[config.mk]
export PLATFORM = sky130hd
export DESIGN_NAME = float_to_fixed
export DESIGN_NICKNAME = d
export VERILOG_FILES = /design/src/rtl/float_to_fixed.sv
export SDC_FILE = /design/constraint.sdc
export NUM_CORES = 1
export LEC_CHECK = 0
export ABC_AREA = 1
export BUFFER_PORTS_ARGS = -buffer_cell sky130_fd_sc_hd__buf_2
export CAP_MARGIN = 5
export CORE_ASPECT_RATIO = 0.9
export CORE_UTILIZATION = 60
export CTS_CLUSTER_SIZE = 30
export DETAILED_ROUTE_END_ITERATION = 8
export PLACE_DENSITY_LB_ADDON = 0.25
export SLEW_MARGIN = 20
export SYNTH_ARGS = -nofsm -noshare
export SYNTH_HDL_FRONTEND = slang
export SYNTH_SLANG_ARGS = --single-unit
[constraint.sdc]
create_clock -name clk -period 2.87 [get_ports clk]
set_input_delay 0.4305 -clock clk [delete_from_list [all_inputs] [get_ports clk]]
set_output_delay 0.4305 -clock clk [all_outputs]
set_load 0.005 [all_outputs]
[src/rtl/float_to_fixed.sv]
// -----------------------------------------------------------------------------
// float_to_fixed
//
// Converts an IEEE-754 single-precision value into a fixed-point word with
// FRAC_WIDTH fractional bits. The mantissa is moved into place by an iterative
// shifter that handles one bit per cycle. Values that need a right shift are
// rounded half-to-even using guard and sticky bits.
//
// Optional feature, selected by the macro SIGNED_OUT_EN:
//   undefined (default) : unsigned result. Negative inputs give 0 and set
//                         neg_flag. Values that are too large saturate to
//                         all-ones.
//   defined             : two's-complement result. Negative inputs are
//                         converted. Saturation goes to the most positive or
//                         the most negative value. neg_flag is tied to 0.
//
// Ports:
//   clk            in   clock; all logic runs on the rising edge
//   rst_n          in   asynchronous active-low reset
//   float_data     in   [31:0] IEEE-754 single-precision operand
//   data_valid_in  in   operand valid
//   data_ready_out out  block can accept an operand (high only in IDLE)
//   result_data    out  [OUT_WIDTH-1:0] fixed-point result
//   result_valid   out  result_data and flags are valid
//   result_ready   in   downstream accepts the result
//   overflow       out  result was saturated
//   nan_flag       out  operand was NaN
//   neg_flag       out  operand was negative and nonzero (unsigned build only)
// -----------------------------------------------------------------------------
module float_to_fixed #(
  parameter int OUT_WIDTH  = 32,
  parameter int FRAC_WIDTH = 16
) (
  input  logic                 clk,
  input  logic                 rst_n,
  input  logic [31:0]          float_data,
  input  logic                 data_valid_in,
  output logic                 data_ready_out,
  output logic [OUT_WIDTH-1:0] result_data,
  output logic                 result_valid,
  input  logic                 result_ready,
  output logic                 overflow,
  output logic                 nan_flag,
  output logic                 neg_flag
);

  typedef enum logic [2:0] {IDLE, DECODE, SHIFT, ROUND, DONE} state_t;

`ifdef SIGNED_OUT_EN
  localparam int OVF_LIMIT = OUT_WIDTH - 1;
  localparam logic [OUT_WIDTH-1:0] MOST_POS = {1'b0, {(OUT_WIDTH-1){1'b1}}};
  localparam logic [OUT_WIDTH-1:0] MOST_NEG = {1'b1, {(OUT_WIDTH-1){1'b0}}};
`else
  localparam int OVF_LIMIT = OUT_WIDTH;
`endif

  state_t state, next_state;

  logic [31:0]          operand;
  logic [OUT_WIDTH-1:0] acc;
  logic [6:0]           count;
  logic                 right;
  logic                 guard;
  logic                 sticky;
  logic                 pend_ovf;
  logic                 pend_nan;
  logic                 pend_neg;
`ifdef SIGNED_OUT_EN
  logic                 sign;
`endif

  // Operand fields and the decode decision. The shift amount sh places the
  // mantissa LSB (weight 2^(e-150)) onto the output LSB (weight 2^-FRAC_WIDTH).
  logic                 dec_s;
  logic [7:0]           dec_e;
  logic [22:0]          dec_man;
  logic [23:0]          dec_m;
  int                   dec_sh;
  int                   dec_abs;
  logic                 dec_bypass;
  logic [OUT_WIDTH-1:0] dec_val;
  logic                 dec_ovf;
  logic                 dec_nan;
  logic                 dec_neg;

  logic                 round_up;
  logic [OUT_WIDTH-1:0] round_mag;

  assign data_ready_out = (state == IDLE);

  assign dec_s   = operand[31];
  assign dec_e   = operand[30:23];
  assign dec_man = operand[22:0];
  assign dec_m   = {1'b1, dec_man};
  assign dec_sh  = int'(dec_e) - 150 + FRAC_WIDTH;
  assign dec_abs = (dec_sh < 0) ? -dec_sh : dec_sh;

  // The order of the checks matters. NaN is tested before the sign, so a
  // negative NaN still reports nan_flag. In the unsigned build the sign is
  // tested before infinity, so -Inf reports neg_flag rather than overflow.
  // Once the value is at or below -26 bits of shift it is under half an LSB
  // and rounds to zero.
  always_comb begin
    dec_bypass = 1'b0;
    dec_val    = '0;
    dec_ovf    = 1'b0;
    dec_nan    = 1'b0;
    dec_neg    = 1'b0;
    if (dec_e == 8'h00) begin
      dec_bypass = 1'b1;
    end else if (dec_e == 8'hFF && dec_man != '0) begin
      dec_bypass = 1'b1;
      dec_nan    = 1'b1;
`ifdef SIGNED_OUT_EN
    end else if (dec_e == 8'hFF || 23 + dec_sh >= OVF_LIMIT) begin
      dec_bypass = 1'b1;
      dec_ovf    = 1'b1;
      dec_val    = dec_s ? MOST_NEG : MOST_POS;
`else
    end else if (dec_s) begin
      dec_bypass = 1'b1;
      dec_neg    = 1'b1;
    end else if (dec_e == 8'hFF || 23 + dec_sh >= OVF_LIMIT) begin
      dec_bypass = 1'b1;
      dec_ovf    = 1'b1;
      dec_val    = '1;
`endif
    end else if (dec_sh <= -26) begin
      dec_bypass = 1'b1;
    end
  end

  // Round half to even. This applies only when bits were shifted out to the
  // right. Because OUT_WIDTH is at least 25, the increment cannot carry out.
  assign round_up  = right && guard && (sticky || acc[0]);
  assign round_mag = acc + OUT_WIDTH'(round_up);

  // State register
  always_ff @(posedge clk or negedge rst_n) begin
    if (!rst_n) state <= IDLE;
    else        state <= next_state;
  end

  // Next-state logic. The last shift happens on the edge where count is 1,
  // and ROUND follows that edge.
  always_comb begin
    next_state = state;
    case (state)
      IDLE:    if (data_valid_in) next_state = DECODE;
      DECODE: begin
        if (dec_bypass)        next_state = DONE;
        else if (dec_abs == 0) next_state = ROUND;
        else                   next_state = SHIFT;
      end
      SHIFT:   if (count == 7'd1) next_state = ROUND;
      ROUND:   next_state = DONE;
      DONE:    if (result_valid && result_ready) next_state = IDLE;
      default: next_state = IDLE;
    endcase
  end

  // Datapath. DONE publishes acc and the pending flags into the output
  // registers on its first cycle. After that the outputs hold stable until
  // the consumer takes them. The outputs keep their last values until the
  // next result is loaded.
  always_ff @(posedge clk or negedge rst_n) begin
    if (!rst_n) begin
      operand      <= '0;
      acc          <= '0;
      count        <= '0;
      right        <= 1'b0;
      guard        <= 1'b0;
      sticky       <= 1'b0;
      pend_ovf     <= 1'b0;
      pend_nan     <= 1'b0;
      pend_neg     <= 1'b0;
`ifdef SIGNED_OUT_EN
      sign         <= 1'b0;
`endif
      result_data  <= '0;
      result_valid <= 1'b0;
      overflow     <= 1'b0;
      nan_flag     <= 1'b0;
      neg_flag     <= 1'b0;
    end else begin
      case (state)
        IDLE: begin
          if (data_valid_in) operand <= float_data;
        end
        DECODE: begin
          acc      <= dec_bypass ? dec_val : OUT_WIDTH'(dec_m);
          count    <= 7'(dec_abs);
          right    <= (dec_sh < 0);
          guard    <= 1'b0;
          sticky   <= 1'b0;
          pend_ovf <= dec_ovf;
          pend_nan <= dec_nan;
          pend_neg <= dec_neg;
`ifdef SIGNED_OUT_EN
          sign     <= dec_s && !dec_bypass;
`endif
        end
        SHIFT: begin
          count <= count - 7'd1;
          if (right) begin
            acc    <= acc >> 1;
            guard  <= acc[0];
            sticky <= sticky | guard;
          end else begin
            acc <= acc << 1;
          end
        end
        ROUND: begin
`ifdef SIGNED_OUT_EN
          acc <= sign ? (~round_mag + 1'b1) : round_mag;
`else
          acc <= round_mag;
`endif
        end
        DONE: begin
          if (!result_valid) begin
            result_data  <= acc;
            overflow     <= pend_ovf;
            nan_flag     <= pend_nan;
            neg_flag     <= pend_neg;
            result_valid <= 1'b1;
          end else if (result_ready) begin
            result_valid <= 1'b0;
          end
        end
        default: ;
      endcase
    end
  end

endmodule

==> results of run 1 <==
[area by class of cell]
class | instances | share of cell area [%]
timing repair buffer | 110 | 8.38
tap | 156 | 2.27
clock buffer | 20 | 5.42
inverter | 131 | 5.71
sequential | 116 | 33.7
clock inverter | 10 | 2.08
multi-input combinational | 650 | 42.4
[cells by family after synthesis]
| logic type | share of synthesized area (%) |
|---|---|
| xor gates and xnor gates | 0.863 |
| DFF | 40.9 |
| AOI/OAI and AO/OA | 16.8 |
| adders and majority gates | 2.29 |
| buffers and inverters | 9.69 |
| muxes | 0.951 |
| and+or+nand+nor | 28.5 |
[metal layers]
metal  vias up  routed length [um]  GRT usage, %
li1       3312                   -             -
met1      3235                8890          50.0
met2       413                8700          45.7
met3        61                1650          6.21
met4         0                 478          11.8
met5         -                   0             0
[sequential cells by signal, indices dropped and copies added, names as in the netlist]
register and flops:
operand 32, right 1, acc 32, nan_flag 1, count 7, sticky 1
pend_ovf 1, overflow 1, pend_nan 1, neg_flag 1, guard 1, state 3
pend_neg 1, result_valid 1, result_data 32
[power groups by stage]
stage                     logic (mW)  registers, mW  clock network [mW]
final                           6.80           3.19                2.32
after global routing            7.50           3.30                2.41
after CTS                       5.94           3.15                2.33
after detailed placement        5.81           3.15                   0
after global placement          5.67           3.12                   0
after floorplan                 4.46           2.97                   0
[final timing paths]
check / start / to / slack (ns)
min: float_data[31] / operand[31] / 0.25
max in group asynchronous: rst_n / operand[15] / 1.54
max reg2reg: operand[24] / acc[17] / 0.1
max: operand[24] / acc[17] / 0.1
min in group asynchronous: rst_n / result_valid / 0.53
min reg2reg: result_data[2] / result_data[2] / 0.48
[layout by cell type (no fill, tap or decap), types with 3 or more instances in the layout]
cell type  count
a21oi_2       21
o22ai_1        3
nand2_8        3
o21ai_0       73
o2111ai_1      4
nor3_1        19
nor2_2         5
nand3_1       63
a41oi_1        4
ha_1           7
clkbuf_16     18
buf_12         4
nor4_1         9
inv_2         12
a21oi_1       48
ha_2           4
a22oi_1        6
o221ai_1       9
nor2_4         3
inv_1        117
mux2_2         6
buf_2         71
dfrtp_1      116
xor2_1         6
nor2_1       120
bufinv_16      5
or2_2          4
nand4_1       15
clkinv_2       4
clkbuf_8       3
a221oi_1      13
buf_4         32
nand2_1      145
nand2_2       14
nand3_2       25
[per-stage QoR]
| stage | setup TNS (ns) | cells | power, mW |
|---|---|---|---|
| 3_3_place_gp | 0 | 1146 | 8.79 |
| 3_5_place_dp | 0 | 1146 | 8.96 |
| 6_report | 0 | 1193 | 12.3 |
| 4_1_cts | 0 | 1177 | 11.4 |
| 2_1_floorplan | 0 | 938 | 7.42 |
| 5_1_grt | -0.637 | 1193 | 13.2 |
[timing repair]
item,4_1_cts,5_1_grt
buffers inserted,0,13
setup endpoints to repair,2,33
hold buffers,1,0
cloned,0,3
pin swaps,0,16
endpoints found under the hold margin,5,0
resized for setup,1,32
==> flow_metrics.tcl, run 1 <==
set metrics [dict create \
    outcome "complete, no violations" \
    critPathSlowestCell "dfrtp_1" \
    yosys_warnings 0 \
    period_needed_ns 2.77 \
    synth.top_cells.by_count "nand2_1, nor2_1, inv_1" \
    antenna_found_initial 0 \
    place_ws_ns 0.0154 \
    ios 73 \
    drcViolationCount 0 \
    cts_buffer_depth 2 \
    die_y_um 105 \
    path_class "reg2reg" \
    setup_ws_ns 0.0974 \
    worstPathRequired_ns 3.21 \
    wl_per_cell_um 16.5 \
    path_cells "buf_4, nand2_1, inv_1, nand2_2, nand3_4, inv_2, ha_2, nand2_1, o21ai_2, nand3_1, nand2_1, nand3_1, nand2_2, nand2_2, nor2_4, buf_12, nand2_8, nand2_8, nand3_2, a21oi_2" \
    p_clk_share_pct 18.8 \
    synth.cell_area_um2 7100 \
    avgSynthCellArea_um2 7.57 \
    grt_pass1_vias 6144 \
    cts.htree.levels 4 \
    fillCellCount 879 \
    synth_edf_count 0 \
    cpPeakStageDelay_ns 0.38 \
    synth.most_common_cell "nand2_1" \
    max_freq_mhz 361 \
    synth_top_cell_area_share_pct 40.9 \
    cp.arrival_ns 3.11 \
    dieArea_um2 12300 \
    cts_tree "yes" \
    wl_mm 19.7 \
    ys_seq_area_share_pct 40.9 \
    worstHoldPathType "in2reg" \
    cap_violations 0 \
    initial_core_util_pct 61.9 \
    start_kind "flip-flop" \
    post-route-util_pct 75.0 \
    placed_cell_area_um2 7650 \
    slew_headroom_pct 40.3 \
    ys_types 45 \
    grt_max_degree 55 \
    layout-drive-gt1-share_pct 23.5 \
    design_area_um2 8610 \
    ys_ff_latch 116 \
    whs_ns 0.249 \
    pwr-share-seq_pct 26.0 \
    grt_pass1_wl_mm 30.8 \
    area_growth_pct 21.3 \
    grt_overflow 0 \
    multi_input_area_um2 3660 \
    combPwrFrac_pct 55.2 \
    path_max_fanout 6 \
    worstRegToRegCells 20 \
    fin_crit_sh_pct 96.6 \
    synth.area.top_cells "dfrtp_1, nand2_1, nor2_1" \
    switching_share_pct 47.0 \
    core-area_um2 11500 \
    num-nets-final 1075 \
    numPortBuffers 72 \
    setup_viol_count_final 0 \
    seq_area_um2 2900 \
    p_int_mw 6.52 \
    path_depth 20 \
    syn_inst 938 \
    p_per_area_nw_per_um2 1430 \
    clock-sinks 116 \
    p_sw_mw 5.78 \
    ys.flop_type "dfrtp_1" \
    synthArstFlopShare_pct 100 \
    avgViaCountPerCell 5.89 \
    skew_ns 0.00931 \
    hold_viol_final 0 \
    cp_num_buf_inv 4 \
    p_leak_nw 4.23 \
    clock_latency_ns 0.42 \
    clkTransAtPathRegs_ns 0.05 \
    numCtsBuffers 17 \
    endpoint_kind "flip-flop" \
    hpwl_mm 13.0 \
    irDropWorstVdd_v 0.000692 \
    yosys.area.top_type "dfrtp_1" \
    crit_family "simple AND/OR/NAND/NOR gates" \
    synth_fp_nets 987 \
    cts_root_buffer "clkbuf_16" \
    drt-initial-drc-count 848 \
    drt-pass1-iter-count 6 \
    num_antenna_cells 0 \
    worstMarginPinSlew_ns 0.892 \
    vias 7021 \
    hold_depth 2 \
    maxSlewViolCount 0 \
    fp.dieW_um 117 \
    rows 37 \
    antenna_left 0 \
    grt_use_total_pct 32.7 \
    finalWeightedCongestion 0.931 \
]
Note: power is estimated with default switching activity, not from simulation.
==> run 2: changes to the inputs <==
--- a/config.mk
+++ b/config.mk
@@ -5,7 +5,6 @@
 export SDC_FILE = /design/constraint.sdc
 export NUM_CORES = 1
 export LEC_CHECK = 0
-export ABC_AREA = 1
 export BUFFER_PORTS_ARGS = -buffer_cell sky130_fd_sc_hd__buf_2
 export CAP_MARGIN = 5
 export CORE_ASPECT_RATIO = 0.9
==> run 2 against run 1 <==
  * The run now ends with negative setup slack left
  * Die area decreased by 2.1%
  * Sequential power increased by 7.8%
  * Setup slack got worse by 0.22 ns
  * Clock power decreased by 11%
  * Largest cell class unchanged
  * Highest routed layer unchanged
==> flow_metrics.tcl, run 2 <==
set metrics [dict create \
    outcome "finished with violations" \
    failed_checks "negative setup slack" \
    place_ws_ns -0.126 \
    fin_setup_tns_ns -1.31 \
    clock_latency_ns 0.43 \
    layout-drive-gt1-share_pct 36.0 \
    worstRegToRegCells 12 \
    final_common_cell "dfrtp_1" \
    dieArea_um2 12000 \
    cts_buffer_depth 2 \
    period_needed_ns 2.99 \
    rows 36 \
    antenna_left 0 \
    slew_headroom_pct 55.8 \
    cap_violations 0 \
    worstHoldStart "float_data[27]" \
    synth_top_cell_area_share_pct 41.8 \
    vias 6493 \
    path_cells "ha_4, o21ai_4, xor2_2, ha_2, xnor3_2, xor2_1, o311a_4, nor4b_4, buf_6, buf_16, nand2_2, a31oi_2" \
    wl_per_cell_um 20.3 \
    core-area_um2 11000 \
    layout_common_cells "dfrtp_1, buf_2, mux2_2, nor2_1, buf_4" \
    numCtsBuffers 17 \
    hold_viol_final 0 \
    post-route-util_pct 79.5 \
    avgSynthCellArea_um2 9.49 \
    cp.arrival_ns 3.33 \
    synth.top_cells.by_count "dfrtp_1, mux2_2, nor2_1" \
    start_kind "flip-flop" \
    irDropWorstVdd_v 0.000866 \
    hold_depth 3 \
    worstMarginPinSlew_ns 0.663 \
    synth_edf_count 0 \
    max_freq_mhz 335 \
    grt_pass1_wl_mm 32.2 \
    area_growth_pct 26.3 \
    dp_cells 955 \
    cpPeakStageDelay_ns 0.44 \
    yosys_warnings 0 \
    reg2reg_setup_slack_ns -0.12 \
    clkTransAtPathRegs_ns 0.05 \
    skew_ns 0.00717 \
    ys.flop_type "dfrtp_1" \
    endpoint_kind "flip-flop" \
    yosys.area.top_type "dfrtp_1" \
    ys_types 76 \
    whs_endpoint "operand[27]" \
    avgViaCountPerCell 6.49 \
    reg.largest.list "acc: 32 flops, operand: 32 flops, result_data: 32 flops" \
    fp.dieW_um 115 \
    path_class "reg2reg" \
    synth.area.top_cells "dfrtp_1, mux2_2, nor2_1" \
    cts_tree "yes" \
    r2r_start "operand[25]" \
    setup_viol_count_final 22 \
    finalWeightedCongestion 0.874 \
    clock-sinks 116 \
    die_y_um 104 \
    ys_seq_area_share_pct 41.8 \
    num-nets-final 884 \
    critPathSlowestCell "dfrtp_2" \
    worstPathRequired_ns 3.21 \
    hpwl_mm 13.2 \
    grt_pass1_vias 6309 \
    setup_ws_ns -0.118 \
    path_max_fanout 5 \
    syn_inst 732 \
    maxSlewViolCount 0 \
    synth_fp_nets 781 \
    ys_ff_latch 116 \
    drcViolationCount 0 \
    cts_root_buffer "clkbuf_16" \
    p_leak_nw 3.76 \
    p_per_area_nw_per_um2 1530 \
    wl_mm 20.3 \
    numPortBuffers 72 \
    synthArstFlopShare_pct 100 \
    worstHoldPathType "in2reg" \
    antenna_found_initial 0 \
    ios 73 \
    stdcell_count 1000 \
    synth.cell_area_um2 6950 \
    cts.htree.levels 4 \
    synth.most_common_cell "dfrtp_1" \
    drt-initial-drc-count 751 \
    initial_core_util_pct 62.9 \
    grt_max_degree 59 \
    num_antenna_cells 0 \
    grt_use_total_pct 35.2 \
    grt_overflow 0 \
    whs_ns 0.214 \
    rsz0062_at_grt "true" \
    fin_crit_sh_pct 104 \
    drt-pass1-iter-count 5 \
    r2r_end "acc[17]" \
]
[run 2: layout make-up]
class	instances	area, um2
multi-input cells	541	4030
flip-flops and latches	116	2910
fillers	713	2260
repair buffers	144	1030
clock buffers	27	493
well taps	152	190
clock inverters	5	75.1
inverters	15	56.3
[run 2: worst max-delay path, delay by kind of cell (launching register included)]
kind	cells	cell delay [ns]
AND/OR/NAND/NOR	2	0.33
XOR/XNOR	3	0.65
AO/OA/AOI/OAI	3	0.75
buffers and inverters	2	0.32
flip-flops	1	0.44
adder cells (fa/ha/maj)	2	0.39
[run 2: cell families after synthesis]
group | Yosys count | share of synthesized area [%]
AND/OR/NAND/NOR | 238 | 16.9
AO/OA/AOI/OAI | 177 | 17.1
flip-flops | 116 | 41.8
multiplexers | 89 | 14.0
buffers and inverters | 75 | 4.59
XOR/XNOR | 24 | 3.22
adder cells (fa/ha/maj) | 13 | 2.34
[run 2: through the flow]
stage | power [mW] | area, um2
6_report | 13.4 | 8770
5_1_grt | 14.2 | 8770
4_1_cts | 12.8 | 8610
3_5_place_dp | 9.90 | 7810
3_3_place_gp | 9.61 | 7810
2_1_floorplan | 7.66 | 7040
[run 2: worst max-delay path by stage]
| stage | slack, ns | from | cells after the start | end |
|---|---|---|---|---|
| floorplan | -0.21 | operand[24] | 12 | acc[19] |
| global placement | -0.07 | operand[24] | 13 | acc[19] |
| detailed placement | -0.13 | operand[24] | 10 | acc[19] |
| CTS | -0.06 | operand[25] | 12 | acc[4] |
| global route | -0.22 | operand[25] | 12 | acc[16] |
| finish | -0.12 | operand[25] | 12 | acc[17] |
[run 2: repair_timing]
| item | CTS | global route |
|---|---|---|
| buffers inserted | 7 | 5 |
| pin swaps | 10 | 8 |
| gates cloned | 3 | 0 |
| resized for setup | 23 | 25 |
| hold buffers | 1 | 0 |
| setup endpoints to repair | 32 | 34 |
| endpoints found under the hold margin | 34 | 0 |
[run 2: routing by layer]
metal | GRT usage, % | wire length [um] | up-vias
li1 | - | - | 2876
met2 | 51.8 | 9180 | 419
met4 | 18.2 | 723 | 0
met1 | 48.1 | 8270 | 3112
met5 | 0 | 0 | -
met3 | 8.57 | 2100 | 86
[run 2: power breakdown]
part           leakage [nW]  switching [mW]  total [mW]  internal (mW)
combinational          2.06            4.08        7.94           3.86
sequential             1.42            1.03        3.44           2.41
clock                 0.279           0.720        2.06           1.34
